**src/rtl/pipe_pkg.sv**
```systemverilog
// Shared definitions for the pipeline-stage register: occupancy encoding,
// the NOP control value and the default field widths.
package pipe_pkg;

   localparam int DEF_CTRL_W = 4;
   localparam int DEF_DATA_W = 32;
   localparam int DEF_RD_W   = 5;

   localparam logic [DEF_CTRL_W-1:0] CTRL_NOP = {DEF_CTRL_W{1'b0}};

   typedef enum logic [1:0] {
      OCC_EMPTY = 2'd0,
      OCC_ONE   = 2'd1,
      OCC_TWO   = 2'd2
   } occ_e;

endpackage

```
**src/rtl/pipe_stage_skid_if.sv**
```systemverilog
// Handshake and payload bundle between two pipeline stages; the stage
// register sits on the slave side, the surrounding logic on the master side.
interface pipe_stage_skid_if
   import pipe_pkg::*;
#(
   parameter int CTRL_W = DEF_CTRL_W,
   parameter int DATA_W = DEF_DATA_W,
   parameter int RD_W   = DEF_RD_W
) ();

   logic              in_valid_i;
   logic              in_ready_o;
   logic [CTRL_W-1:0] ctrl_i;
   logic [DATA_W-1:0] addr_i;
   logic [DATA_W-1:0] data_i;
   logic [RD_W-1:0]   rd_i;
   logic              out_valid_o;
   logic              out_ready_i;
   logic [CTRL_W-1:0] ctrl_o;
   logic [DATA_W-1:0] addr_o;
   logic [DATA_W-1:0] data_o;
   logic [RD_W-1:0]   rd_o;
   logic [1:0]        occ_o;

   modport master (
      output in_valid_i, ctrl_i, addr_i, data_i, rd_i, out_ready_i,
      input  in_ready_o, out_valid_o, ctrl_o, addr_o, data_o, rd_o, occ_o
   );

   modport slave (
      input  in_valid_i, ctrl_i, addr_i, data_i, rd_i, out_ready_i,
      output in_ready_o, out_valid_o, ctrl_o, addr_o, data_o, rd_o, occ_o
   );

endinterface

```
**src/rtl/pipe_slot.sv**
```systemverilog
// One storage slot of the stage: a valid bit plus a payload register.
// Clear drops the valid bit only; the payload keeps its last value.
module pipe_slot #(
   parameter int W = 73
) (
   input  logic         clk_i,
   input  logic         rst_i,
   input  logic         load_i,
   input  logic         clr_i,
   input  logic [W-1:0] d_i,
   output logic         valid_o,
   output logic [W-1:0] q_o
);

   logic         valid_r;
   logic [W-1:0] pay_r;

   // Valid bit and payload storage with clear taking priority over load
   always_ff @(posedge clk_i or negedge rst_i) begin
      if (!rst_i) begin
         valid_r <= 1'b0;
         pay_r   <= {W{1'b0}};
      end else if (clr_i) begin
         valid_r <= 1'b0;
      end else if (load_i) begin
         valid_r <= 1'b1;
         pay_r   <= d_i;
      end
   end

   assign valid_o = valid_r;
   assign q_o     = pay_r;

endmodule

```
**src/rtl/pipe_stage_skid.sv**
```systemverilog
// Pipeline-stage register with valid/ready handshake, one-entry skid buffer,
// flush and bubble gating. The main slot drives the outputs; skid holds the newer entry.
module pipe_stage_skid
   import pipe_pkg::*;
#(
   parameter int CTRL_W         = DEF_CTRL_W,
   parameter int DATA_W         = DEF_DATA_W,
   parameter int RD_W           = DEF_RD_W,
   parameter bit ZERO_ON_BUBBLE = 1'b1
) (
   input  logic             clk_i,
   input  logic             rst_i,
   input  logic             flush_i,
   pipe_stage_skid_if.slave bus
);

   localparam int PAY_W = CTRL_W + 2 * DATA_W + RD_W;

   occ_e             occ_r;
   occ_e             occ_nxt_s;
   logic             in_fire_s;
   logic             out_fire_s;
   logic             main_valid_s;
   logic             skid_valid_s;
   logic             main_load_s;
   logic             main_clr_s;
   logic             main_sel_skid_s;
   logic             skid_load_s;
   logic             skid_clr_s;
   logic [PAY_W-1:0] in_pay_s;
   logic [PAY_W-1:0] main_d_s;
   logic [PAY_W-1:0] main_q_s;
   logic [PAY_W-1:0] skid_q_s;
   logic [PAY_W-1:0] out_pay_s;
   logic [CTRL_W-1:0] ctrl_nop_s;

   assign ctrl_nop_s = {CTRL_W{CTRL_NOP[0]}};
   assign in_pay_s   = {bus.ctrl_i, bus.addr_i, bus.data_i, bus.rd_i};
   // Readiness comes straight from the skid valid register, never from out_ready_i
   assign in_fire_s  = bus.in_valid_i & ~skid_valid_s;
   assign out_fire_s = main_valid_s & bus.out_ready_i;
   assign main_d_s   = main_sel_skid_s ? skid_q_s : in_pay_s;

   // Occupancy state register
   always_ff @(posedge clk_i or negedge rst_i) begin
      if (!rst_i) begin
         occ_r <= OCC_EMPTY;
      end else begin
         occ_r <= occ_nxt_s;
      end
   end

   // Next occupancy and slot load/clear controls; flush overrides any transfer
   always_comb begin
      occ_nxt_s       = occ_r;
      main_load_s     = 1'b0;
      main_clr_s      = 1'b0;
      main_sel_skid_s = 1'b0;
      skid_load_s     = 1'b0;
      skid_clr_s      = 1'b0;
      if (flush_i) begin
         occ_nxt_s  = OCC_EMPTY;
         main_clr_s = 1'b1;
         skid_clr_s = 1'b1;
      end else begin
         case (occ_r)
            OCC_EMPTY: begin
               if (in_fire_s) begin
                  occ_nxt_s   = OCC_ONE;
                  main_load_s = 1'b1;
               end else begin
                  occ_nxt_s = OCC_EMPTY;
               end
            end
            OCC_ONE: begin
               if (in_fire_s && out_fire_s) begin
                  occ_nxt_s   = OCC_ONE;
                  main_load_s = 1'b1;
               end else if (in_fire_s) begin
                  occ_nxt_s   = OCC_TWO;
                  skid_load_s = 1'b1;
               end else if (out_fire_s) begin
                  occ_nxt_s  = OCC_EMPTY;
                  main_clr_s = 1'b1;
               end else begin
                  occ_nxt_s = OCC_ONE;
               end
            end
            OCC_TWO: begin
               if (out_fire_s) begin
                  occ_nxt_s       = OCC_ONE;
                  main_load_s     = 1'b1;
                  main_sel_skid_s = 1'b1;
                  skid_clr_s      = 1'b1;
               end else begin
                  occ_nxt_s = OCC_TWO;
               end
            end
            default: begin
               occ_nxt_s  = OCC_EMPTY;
               main_clr_s = 1'b1;
               skid_clr_s = 1'b1;
            end
         endcase
      end
   end

   pipe_slot #(.W(PAY_W)) u_main (
      .clk_i   (clk_i),
      .rst_i   (rst_i),
      .load_i  (main_load_s),
      .clr_i   (main_clr_s),
      .d_i     (main_d_s),
      .valid_o (main_valid_s),
      .q_o     (main_q_s)
   );

   pipe_slot #(.W(PAY_W)) u_skid (
      .clk_i   (clk_i),
      .rst_i   (rst_i),
      .load_i  (skid_load_s),
      .clr_i   (skid_clr_s),
      .d_i     (in_pay_s),
      .valid_o (skid_valid_s),
      .q_o     (skid_q_s)
   );

   // Bubbles always carry a NOP control field so WB/M enables cannot fire
   generate
      if (ZERO_ON_BUBBLE) begin : g_zero_all
         assign out_pay_s = main_valid_s ? main_q_s : {PAY_W{1'b0}};
      end else begin : g_zero_ctrl
         assign out_pay_s = {(main_valid_s ? main_q_s[PAY_W-1 -: CTRL_W] : ctrl_nop_s),
                             main_q_s[PAY_W-CTRL_W-1:0]};
      end
   endgenerate

   assign bus.ctrl_o      = out_pay_s[PAY_W-1 -: CTRL_W];
   assign bus.addr_o      = out_pay_s[2*DATA_W+RD_W-1 -: DATA_W];
   assign bus.data_o      = out_pay_s[DATA_W+RD_W-1 -: DATA_W];
   assign bus.rd_o        = out_pay_s[RD_W-1:0];
   assign bus.out_valid_o = main_valid_s;
   assign bus.in_ready_o  = ~skid_valid_s;
   assign bus.occ_o       = occ_r;

endmodule

```
**src/flat_wrapper.sv**
```systemverilog
// flat-port wrapper written by rule: the top's interface ports become plain ports
module pipe_stage_skid_flat import pipe_pkg::*;
#(
   parameter int CTRL_W         = DEF_CTRL_W,
   parameter int DATA_W         = DEF_DATA_W,
   parameter int RD_W           = DEF_RD_W,
   parameter bit ZERO_ON_BUBBLE = 1'b1
)
  (clk_i, rst_i, flush_i, bus_in_valid_i, bus_ctrl_i, bus_addr_i, bus_data_i, bus_rd_i, bus_out_ready_i, bus_in_ready_o, bus_out_valid_o, bus_ctrl_o, bus_addr_o, bus_data_o, bus_rd_o, bus_occ_o);
  pipe_stage_skid_if #(.CTRL_W(CTRL_W), .DATA_W(DATA_W), .RD_W(RD_W)) bus_i ();
  input  logic clk_i;
  input  logic rst_i;
  input  logic flush_i;
  input wire logic [$bits(bus_i.in_valid_i)-1:0] bus_in_valid_i;
  input wire logic [$bits(bus_i.ctrl_i)-1:0] bus_ctrl_i;
  input wire logic [$bits(bus_i.addr_i)-1:0] bus_addr_i;
  input wire logic [$bits(bus_i.data_i)-1:0] bus_data_i;
  input wire logic [$bits(bus_i.rd_i)-1:0] bus_rd_i;
  input wire logic [$bits(bus_i.out_ready_i)-1:0] bus_out_ready_i;
  output wire logic [$bits(bus_i.in_ready_o)-1:0] bus_in_ready_o;
  output wire logic [$bits(bus_i.out_valid_o)-1:0] bus_out_valid_o;
  output wire logic [$bits(bus_i.ctrl_o)-1:0] bus_ctrl_o;
  output wire logic [$bits(bus_i.addr_o)-1:0] bus_addr_o;
  output wire logic [$bits(bus_i.data_o)-1:0] bus_data_o;
  output wire logic [$bits(bus_i.rd_o)-1:0] bus_rd_o;
  output wire logic [$bits(bus_i.occ_o)-1:0] bus_occ_o;
  assign bus_i.in_valid_i = bus_in_valid_i;
  assign bus_i.ctrl_i = bus_ctrl_i;
  assign bus_i.addr_i = bus_addr_i;
  assign bus_i.data_i = bus_data_i;
  assign bus_i.rd_i = bus_rd_i;
  assign bus_i.out_ready_i = bus_out_ready_i;
  assign bus_in_ready_o = bus_i.in_ready_o;
  assign bus_out_valid_o = bus_i.out_valid_o;
  assign bus_ctrl_o = bus_i.ctrl_o;
  assign bus_addr_o = bus_i.addr_o;
  assign bus_data_o = bus_i.data_o;
  assign bus_rd_o = bus_i.rd_o;
  assign bus_occ_o = bus_i.occ_o;
  pipe_stage_skid #(.CTRL_W(CTRL_W), .DATA_W(DATA_W), .RD_W(RD_W), .ZERO_ON_BUBBLE(ZERO_ON_BUBBLE)) u_core (.clk_i(clk_i), .rst_i(rst_i), .flush_i(flush_i), .bus(bus_i));
endmodule
```
**config.mk**
```make
export PLATFORM = sky130hd
export DESIGN_NAME = pipe_stage_skid_flat
export DESIGN_NICKNAME = d
export VERILOG_FILES = /design/src/rtl/pipe_pkg.sv /design/src/rtl/pipe_stage_skid_if.sv /design/src/rtl/pipe_slot.sv /design/src/rtl/pipe_stage_skid.sv /design/src/flat_wrapper.sv
export SDC_FILE = /design/constraint.sdc
export NUM_CORES = 1
export LEC_CHECK = 0
export CORE_ASPECT_RATIO = 1.75
export CORE_UTILIZATION = 55
export CTS_CLUSTER_SIZE = 16
export DETAILED_ROUTE_END_ITERATION = 16
export GPL_TIMING_DRIVEN = 0
export PLACE_DENSITY = 0.92
export SYNTH_ARGS = -nofsm -noshare
export SYNTH_HDL_FRONTEND = slang
export SYNTH_SLANG_ARGS = --single-unit
```
**constraint.sdc**
```tcl
create_clock -name clk_i -period 5.1 [get_ports clk_i]
set_input_delay 1.02 -clock clk_i [delete_from_list [all_inputs] [get_ports clk_i]]
set_output_delay 1.02 -clock clk_i [all_outputs]
set_load 0.05 [all_outputs]
```
**Word-level counts from Yosys, hierarchy flattened**

Cells that the tools add are included.

- Register bits: 150
- Bits of input ports: 78

- Equality and inequality tests: 2
- Multiplexer cells: 29
- Bitwise gates (word level): 5
- Reductions and logical operators: 8

Operator list:

| cell | number |
|---|---|
| $mux 73 | 2 |
| $mux 1 | 19 |
| $mux 2 | 4 |
| $pmux 2 s3 | 1 |
| $pmux 1 s2 | 2 |
| $reduce_and 2->1 | 2 |
| $reduce_bool 2->1 | 2 |
| $reduce_or 2->1 | 2 |
| $not 1->1 | 3 |
| $pmux 1 s3 | 1 |
| $and 1x1->1 | 2 |
| $eq 2x1->1 const B | 1 |
| $eq 2x2->1 const B | 1 |
| $logic_not 2->1 | 1 |
| $logic_and 1x1->1 | 1 |

**Longest topological paths before layout**

Gate-level depths: netlist (run 1).

- Depth after elaboration: 8
- Mapped depth: 9

**Hierarchy**

Synthesis (run 1) repeated with hierarchy kept, for this count alone.

- Cells, all modules: 502
- Area, all modules: 7,853.8 µm²

Modules (own cells, without submodules):

| module | instances | cells each | area each (µm²) | seq. area each (µm²) |
|---|---|---|---|---|
| pipe_slot | 2 | 158 | 3,118.0 | 1,851.8 |
| pipe_stage_skid | 1 | 186 | 1,617.8 | 50.0 |

**Least setup slack after synthesis (run 1)**

Ideal clock, no wire load.

- Path kind: reg2out
- Start: register u_core.u_main.valid_r, in the netlist u_core.u_main.valid_o
- End: output port bus_addr_o[0]
- Data arrival time: 1,642 ps
- Required time: 4,080 ps
- Path slack: 2,438 ps
- Cell stages (with the launch flop): 4
- Buffers on the path: 2
- Cell sequence: dfrtp_1 > clkbuf_1 > clkbuf_1 > and2_1

- Word-level cells in the longest chain between the ends: 1

RTL lines:

| element | RTL line | RTL |
|---|---|---|
| start, declared | pipe_slot.sv:15 | `logic valid_r;` |
| start signal, assigned | pipe_slot.sv:21 | `valid_r <= 1'b0;` |
| start signal, assigned | pipe_slot.sv:24 | `valid_r <= 1'b0;` |
| start signal, assigned | pipe_slot.sv:26 | `valid_r <= 1'b1;` |
| $mux 73 | pipe_stage_skid.sv:131 | `assign out_pay_s = main_valid_s ? main_q_s : {PAY_W{1'b0}};` |
| end, declared | flat_wrapper.sv:23 | `output wire logic [$bits(bus_i.addr_o)-1:0] bus_addr_o;` |

Every way passes these cells.

**Worst setup path in the final report (run 1)**

- Start: register u_core.u_main.valid_r, in the netlist u_core.u_main.valid_o
- End: output port bus_data_o[22]

- Word-level cells in the longest chain between the ends: 1

RTL lines:

| element | RTL line | RTL |
|---|---|---|
| $mux 73 | pipe_stage_skid.sv:131 |  |
| end, declared | flat_wrapper.sv:24 | `output wire logic [$bits(bus_i.data_o)-1:0] bus_data_o;` |

Every way passes these cells.

==> key figures, run 1 <==
Status
  • Outcome: finished, final reports clean

Setup path
  • Setup crit end kind: output port
  • Critical path cell sequence: clkbuf_1, clkbuf_1, and2_1, clkdlybuf4s50_1
  • Worst-path maximum fanout: 10
  • Top cell by count, worst path: clkbuf_1
  • Worst Path Required: 4080 ps
  • Startpoint Class: flip-flop
  • Critical Path Max Stage Delay: 820 ps
  • Family with the most delay on the worst path: buffers and inverters
  • Crit-path slowest cell: clkdlybuf4s50_1
  • Critical path arrival: 2820 ps
  • CP Buf/Inv Count: 3
  • Kind of critical path: flip-flop to output port

Global route
  • Largest net degree at the start of global routing: 80
  • Global-route wire length before repair: 26.4 mm
  • Vias in the first global route: 5525
  • Routing usage on met2: 48.3%
  • Routing usage on met1: 27.4%
  • GR Util met3: 5.56%
  • Tot GR Track Use: 26.5%
  • Initial antenna violation count: 0
  • Total gr overflow: 0
  • Busiest layer in global routing: met2

Timing
  • Final period utilization: 75.3%
  • RSZ-0062 raised after global routing: no
  • Slew @ Worst Pin: 934 ps
  • Setup violations, final: 0
  • Final Hold Vio Count: 0
  • Slew Limit Fails: 0
  • Fmax achieved: 261 MHz
  • Relative slew slack: 37.5%
  • WHS: 505 ps
  • Skew final: 8.11 ps
  • Minimum clock period: 3840 ps

Placement
  • PortBufs: 153
  • Gpl congestion: 0.822
  • Post-DP HPWL: 12.1 mm

Cells and area
  • Footprint of the multi-input gates: 2950 sq um
  • P&R area growth vs syn: 34.0%
  • Filler cells: 847
  • NumNets Final: 839
  • Most frequent cells in the layout: clkdlybuf4s50_1 (152), dfrtp_1 (150), nor2_1 (75)
  • Sequential cell area: 3750 sq um
  • Layout cells sized above 1: 21.8%
  • Commonest non-fill, non-tap cell in the layout: clkdlybuf4s50_1

Clock network
  • Num CTS Buffers: 17
  • Clock Sinks: 150
  • Root Driver: clkbuf_16
  • Post-CTS Setup Bufs: 0
  • CTS tree: done
  • Clock Latency Late Sink: 410 ps
  • Clock tree buffer depth: 2
  • Resize count post-CTS: 0
  • H-Tree Depth: 4
  • Cts hold-fix bufs: 0
  • CTS clk-pin slew, worst paths: 60 ps

Routing
  • Routed vias/inst: 5.41
  • Routed WL per cell: 17.7 microns
  • DRT Pass-1 Iters: 6
  • DRT Wirelength: 16.7 mm
  • Drc violations: 0
  • Via total after detailed routing: 5095
  • Initial DRC Count: 242
  • Antenna viol nets, final: 0

Synthesis
  • Total number of yosys warnings: 0
  • Synthesized area: 6970 sq um
  • Post-synthesis cell type count: 26
  • Mapped Avg Cell Area: 11.9 sq um
  • Mapped Cells: 585
  • Mapped Nets: 666
  • Sequential element share of the synthesized area: 53.9%
  • Synthesis-stage register bit count: 150

Worst hold path
  • Hold Crit Class: flip-flop to flip-flop

Pwr
  • Maximum vdd ir drop: 261 uV
  • Pwr/cell area: 461 nW/um^2
  • Leakage: 3.76 nW
  • Power consumption: 4.30 mW

Die
  • Die width: 87.1 microns
  • Starting Density: 56.0%
  • Core Region: 12400 sq um
  • Die Y: 151 microns
  • Die ar.: 13100 sq um
  • Io pins: 155
  • Row count: 54

Job
  • Number of max-cap violations: 0
[flip-flops by register name, summed over array words and instances (netlist names)]
name and flops:
u_core.bus.occ_o 2, u_core.u_main.q_o 73, u_core.u_main.valid_o 1, u_core.u_skid.q_o 73
u_core.u_skid.valid_o 1
[where the power goes]
group | switching, mW | internal [mW]
sequential | 0.222 | 1.60
combinational | 0.681 | 0.561
clock | 0.492 | 0.742
[synth_stat cells, drive strengths merged]
cell     number  area, sq um
nand4bb       1         11.3
nor2b         1         6.26
a21o          1         7.51
a31oi         1         12.5
nand2         4         15.0
nor2         76          293
a21oi        77          487
o21a          1         7.51
mux2i        73          731
clkbuf        9         33.8
dfrtp       150         3750
buf          32          214
nor3          1         5.00
and2         73          457
ha            3         37.5
or3b          1         8.76
or4b          1         10.0
nand3b        2         15.0
mux2         73          822
nand4b        1         23.8
inv           3         11.3
o21ai         1         5.00
[final cells by class]
type                       instances  area share, %
clock buffer                      20           4.79
buffer                            41           2.65
inverter                           3          0.121
tap                              168           2.25
multi-input combinational        391           31.7
clock inverter                    12           1.54
timing repair buffer             154           16.7
antenna                            2         0.0536
sequential                       150           40.2
[stage by stage]
stage / utilization [%] / TNS [ps] / cell area [sq um] / cells / setup slack, ps
floorplan: - / 0 / 6970 / 585 / 2440
global placement: 70.0 / -383330 / 8710 / 906 / -2570
detailed placement: 70.3 / 0 / 8740 / 907 / 1360
CTS: 75.0 / 0 / 9330 / 939 / 1260
global route: 75.0 / 0 / 9330 / 939 / 1160
finish: 75.1 / 0 / 9330 / 941 / 1260
[kinds of logic (layout without fill, tap and decap cells)]
family | after synthesis | after routing | synth area share, %
fa+ha+maj | 3 | 3 | 0.539
other cells | 0 | 2 | 0
simple gates | 161 | 161 | 12.1
compound gates | 81 | 81 | 7.45
buf+inv | 44 | 230 | 3.72
mux | 146 | 146 | 22.3
flops | 150 | 150 | 53.9
[worst paths after layout]
path | slack, ps | start | end | depth (start not counted)
min in group asynchronous | 620 | rst_i | u_core.u_main.q_o[30] | 1
max | 1260 | u_core.u_main.valid_o | bus_data_o[22] | 4
max in group asynchronous | 3660 | rst_i | u_core.u_main.q_o[62] | 2
min | 510 | u_core.u_skid.q_o[27] | u_core.u_skid.q_o[27] | 1
min reg2reg | 510 | u_core.u_skid.q_o[27] | u_core.u_skid.q_o[27] | 1
max reg2reg | 2500 | u_core.u_skid.valid_o | u_core.u_skid.q_o[18] | 6
[per-layer routing]
metal,up-vias,part of all wire (%),routed length (microns)
met1,2544,36,5930
met3,63,3.4,565
met2,149,56,9390
li1,2339,-,-
met4,0,4.9,810
met5,-,0,0
No activity file was read; power rests on OpenSTA's default activity.
==> inputs of run 2 (changes only) <==
CORE_UTILIZATION = 51   (was 55)
PLACE_DENSITY = 0.87   (was 0.92)
clock period = 3.7 ns   (was 5.1 ns; I/O delays follow)
==> key figures, run 2 (synthesized netlist as in run 1, its figures left out) <==
Clock network
  • Post-CTS Setup Bufs: 0
  • CTS clk-pin slew, worst paths: 60 ps
  • Clock Sinks: 150
  • Root Driver: clkbuf_16
  • Clock Latency Late Sink: 410 ps
  • Cts hold-fix bufs: 0
  • H-Tree Depth: 4
  • CTS tree: done
  • Resize count post-CTS: 0
  • Clock tree buffer depth: 2
  • Num CTS Buffers: 17

Timing
  • Skew final: 8.04 ps
  • Fmax achieved: 288 MHz
  • WHS: 326 ps
  • Slew Limit Fails: 0
  • RSZ-0062 raised after global routing: no
  • Final period utilization: 93.9%
  • Final Hold Vio Count: 0
  • Slew @ Worst Pin: 877 ps
  • Relative slew slack: 41.3%
  • Setup violations, final: 0
  • PnR worst setup slack: 226 ps
  • Minimum clock period: 3470 ps

Global route
  • Initial antenna violation count: 0
  • Vias in the first global route: 5592
  • Total gr overflow: 0
  • Global-route wire length before repair: 27.3 mm
  • Tot GR Track Use: 24.7%
  • Largest net degree at the start of global routing: 85

Cells and area
  • Most frequent cells in the layout: clkdlybuf4s50_1 (152), dfrtp_1 (150), nor2_1 (75)
  • Final core utilization: 70.3%
  • Filler cells: 947
  • Commonest non-fill, non-tap cell in the layout: clkdlybuf4s50_1
  • P&R area growth vs syn: 35.0%
  • NumNets Final: 839
  • Layout cells sized above 1: 21.9%
  • Final non-filler cell total: 945
  • # diodes: 0

Die
  • Die ar.: 14200 sq um
  • Starting Density: 52.1%
  • Row count: 56
  • Io pins: 155
  • Die width: 90.4 microns
  • Die Y: 157 microns
  • Core Region: 13400 sq um

Placement
  • Post-DP HPWL: 12.1 mm
  • Post-Place Cells: 913
  • Gpl congestion: 0.863
  • Pre-CTS setup slack: 206 ps
  • PortBufs: 153

Routing
  • Antenna viol nets, final: 0
  • Routed vias/inst: 5.31
  • Via total after detailed routing: 5020
  • Routed WL per cell: 17.5 microns
  • Drc violations: 0
  • DRT Pass-1 Iters: 4
  • Initial DRC Count: 177
  • DRT Wirelength: 16.6 mm

Pwr
  • Leakage: 3.79 nW
  • Pwr/cell area: 652 nW/um^2
  • Maximum vdd ir drop: 488 uV

Status
  • Outcome: finished, final reports clean

Setup path
  • Register-to-register setup slack: 1110 ps
  • Worst Path Required: 2960 ps
  • Setup crit end kind: output port
  • Critical path arrival: 2730 ps
  • Startpoint Class: flip-flop
  • Worst-path maximum fanout: 10
  • Kind of critical path: flip-flop to output port

Job
  • Number of max-cap violations: 0

Worst hold path
  • Hold Crit Class: input port to asynchronous set/reset pin
-- run 2: layout make-up --
cell class	count	area, sq um	area share [%]
buffer	41	248	2.63
inverter	3	11.3	0.120
clock buffer	19	443	4.71
timing repair buffer	154	1560	16.6
sequential	150	3750	39.9
tap	174	218	2.31
clock inverter	13	218	2.31
multi-input combinational	391	2950	31.4
-- run 2: path summary, 6_finish.rpt --
path,startpoint,end,depth (start not counted)
worst max-delay path,u_core.u_main.valid_o,bus_data_o[28],4
worst min-delay path,rst_i,u_core.u_main.q_o[31],1
worst max register to register,u_core.u_skid.valid_o,u_core.u_skid.q_o[7],6
worst min register to register,u_core.u_skid.q_o[64],u_core.u_skid.q_o[64],1
max in group asynchronous,rst_i,u_core.u_skid.q_o[2],2
min in group clk_i,u_core.u_skid.q_o[64],u_core.u_skid.q_o[64],1
-- run 2: worst max-delay path, cell delays in order (launching register included) --
cell             delay (ps)
dfrtp_1                 450
clkbuf_1                490
clkbuf_1                350
and2_1                  230
clkdlybuf4s50_1         810
-- run 2: metal layers --
layer | track usage (%) | up-vias | wire [microns] | part of all wire (%)
li1 | - | 2340 | - | -
met1 | 25.5 | 2502 | 6030 | 36
met2 | 47.0 | 133 | 9400 | 57
met3 | 4.86 | 45 | 542 | 3.3
met4 | 12.2 | 0 | 612 | 3.7
met5 | 0 | - | 0 | 0
-- run 2: stage by stage --
step | TNS [ps] | total power, mW | area [sq um]
finish | 0 | 6.13 | 9410
global route | 0 | 6.41 | 9410
CTS | 0 | 6.17 | 9410
detailed placement | 0 | 4.24 | 8740
global placement | -552920 | 4.12 | 8720
floorplan | 0 | 3.63 | 6970
-- run 2: report_power, final --
| group | internal, mW | switching, mW |
|---|---|---|
| sequential | 2.21 | 0.301 |
| clock | 1.23 | 0.685 |
| combinational | 0.774 | 0.940 |
| total | 4.21 | 1.93 |
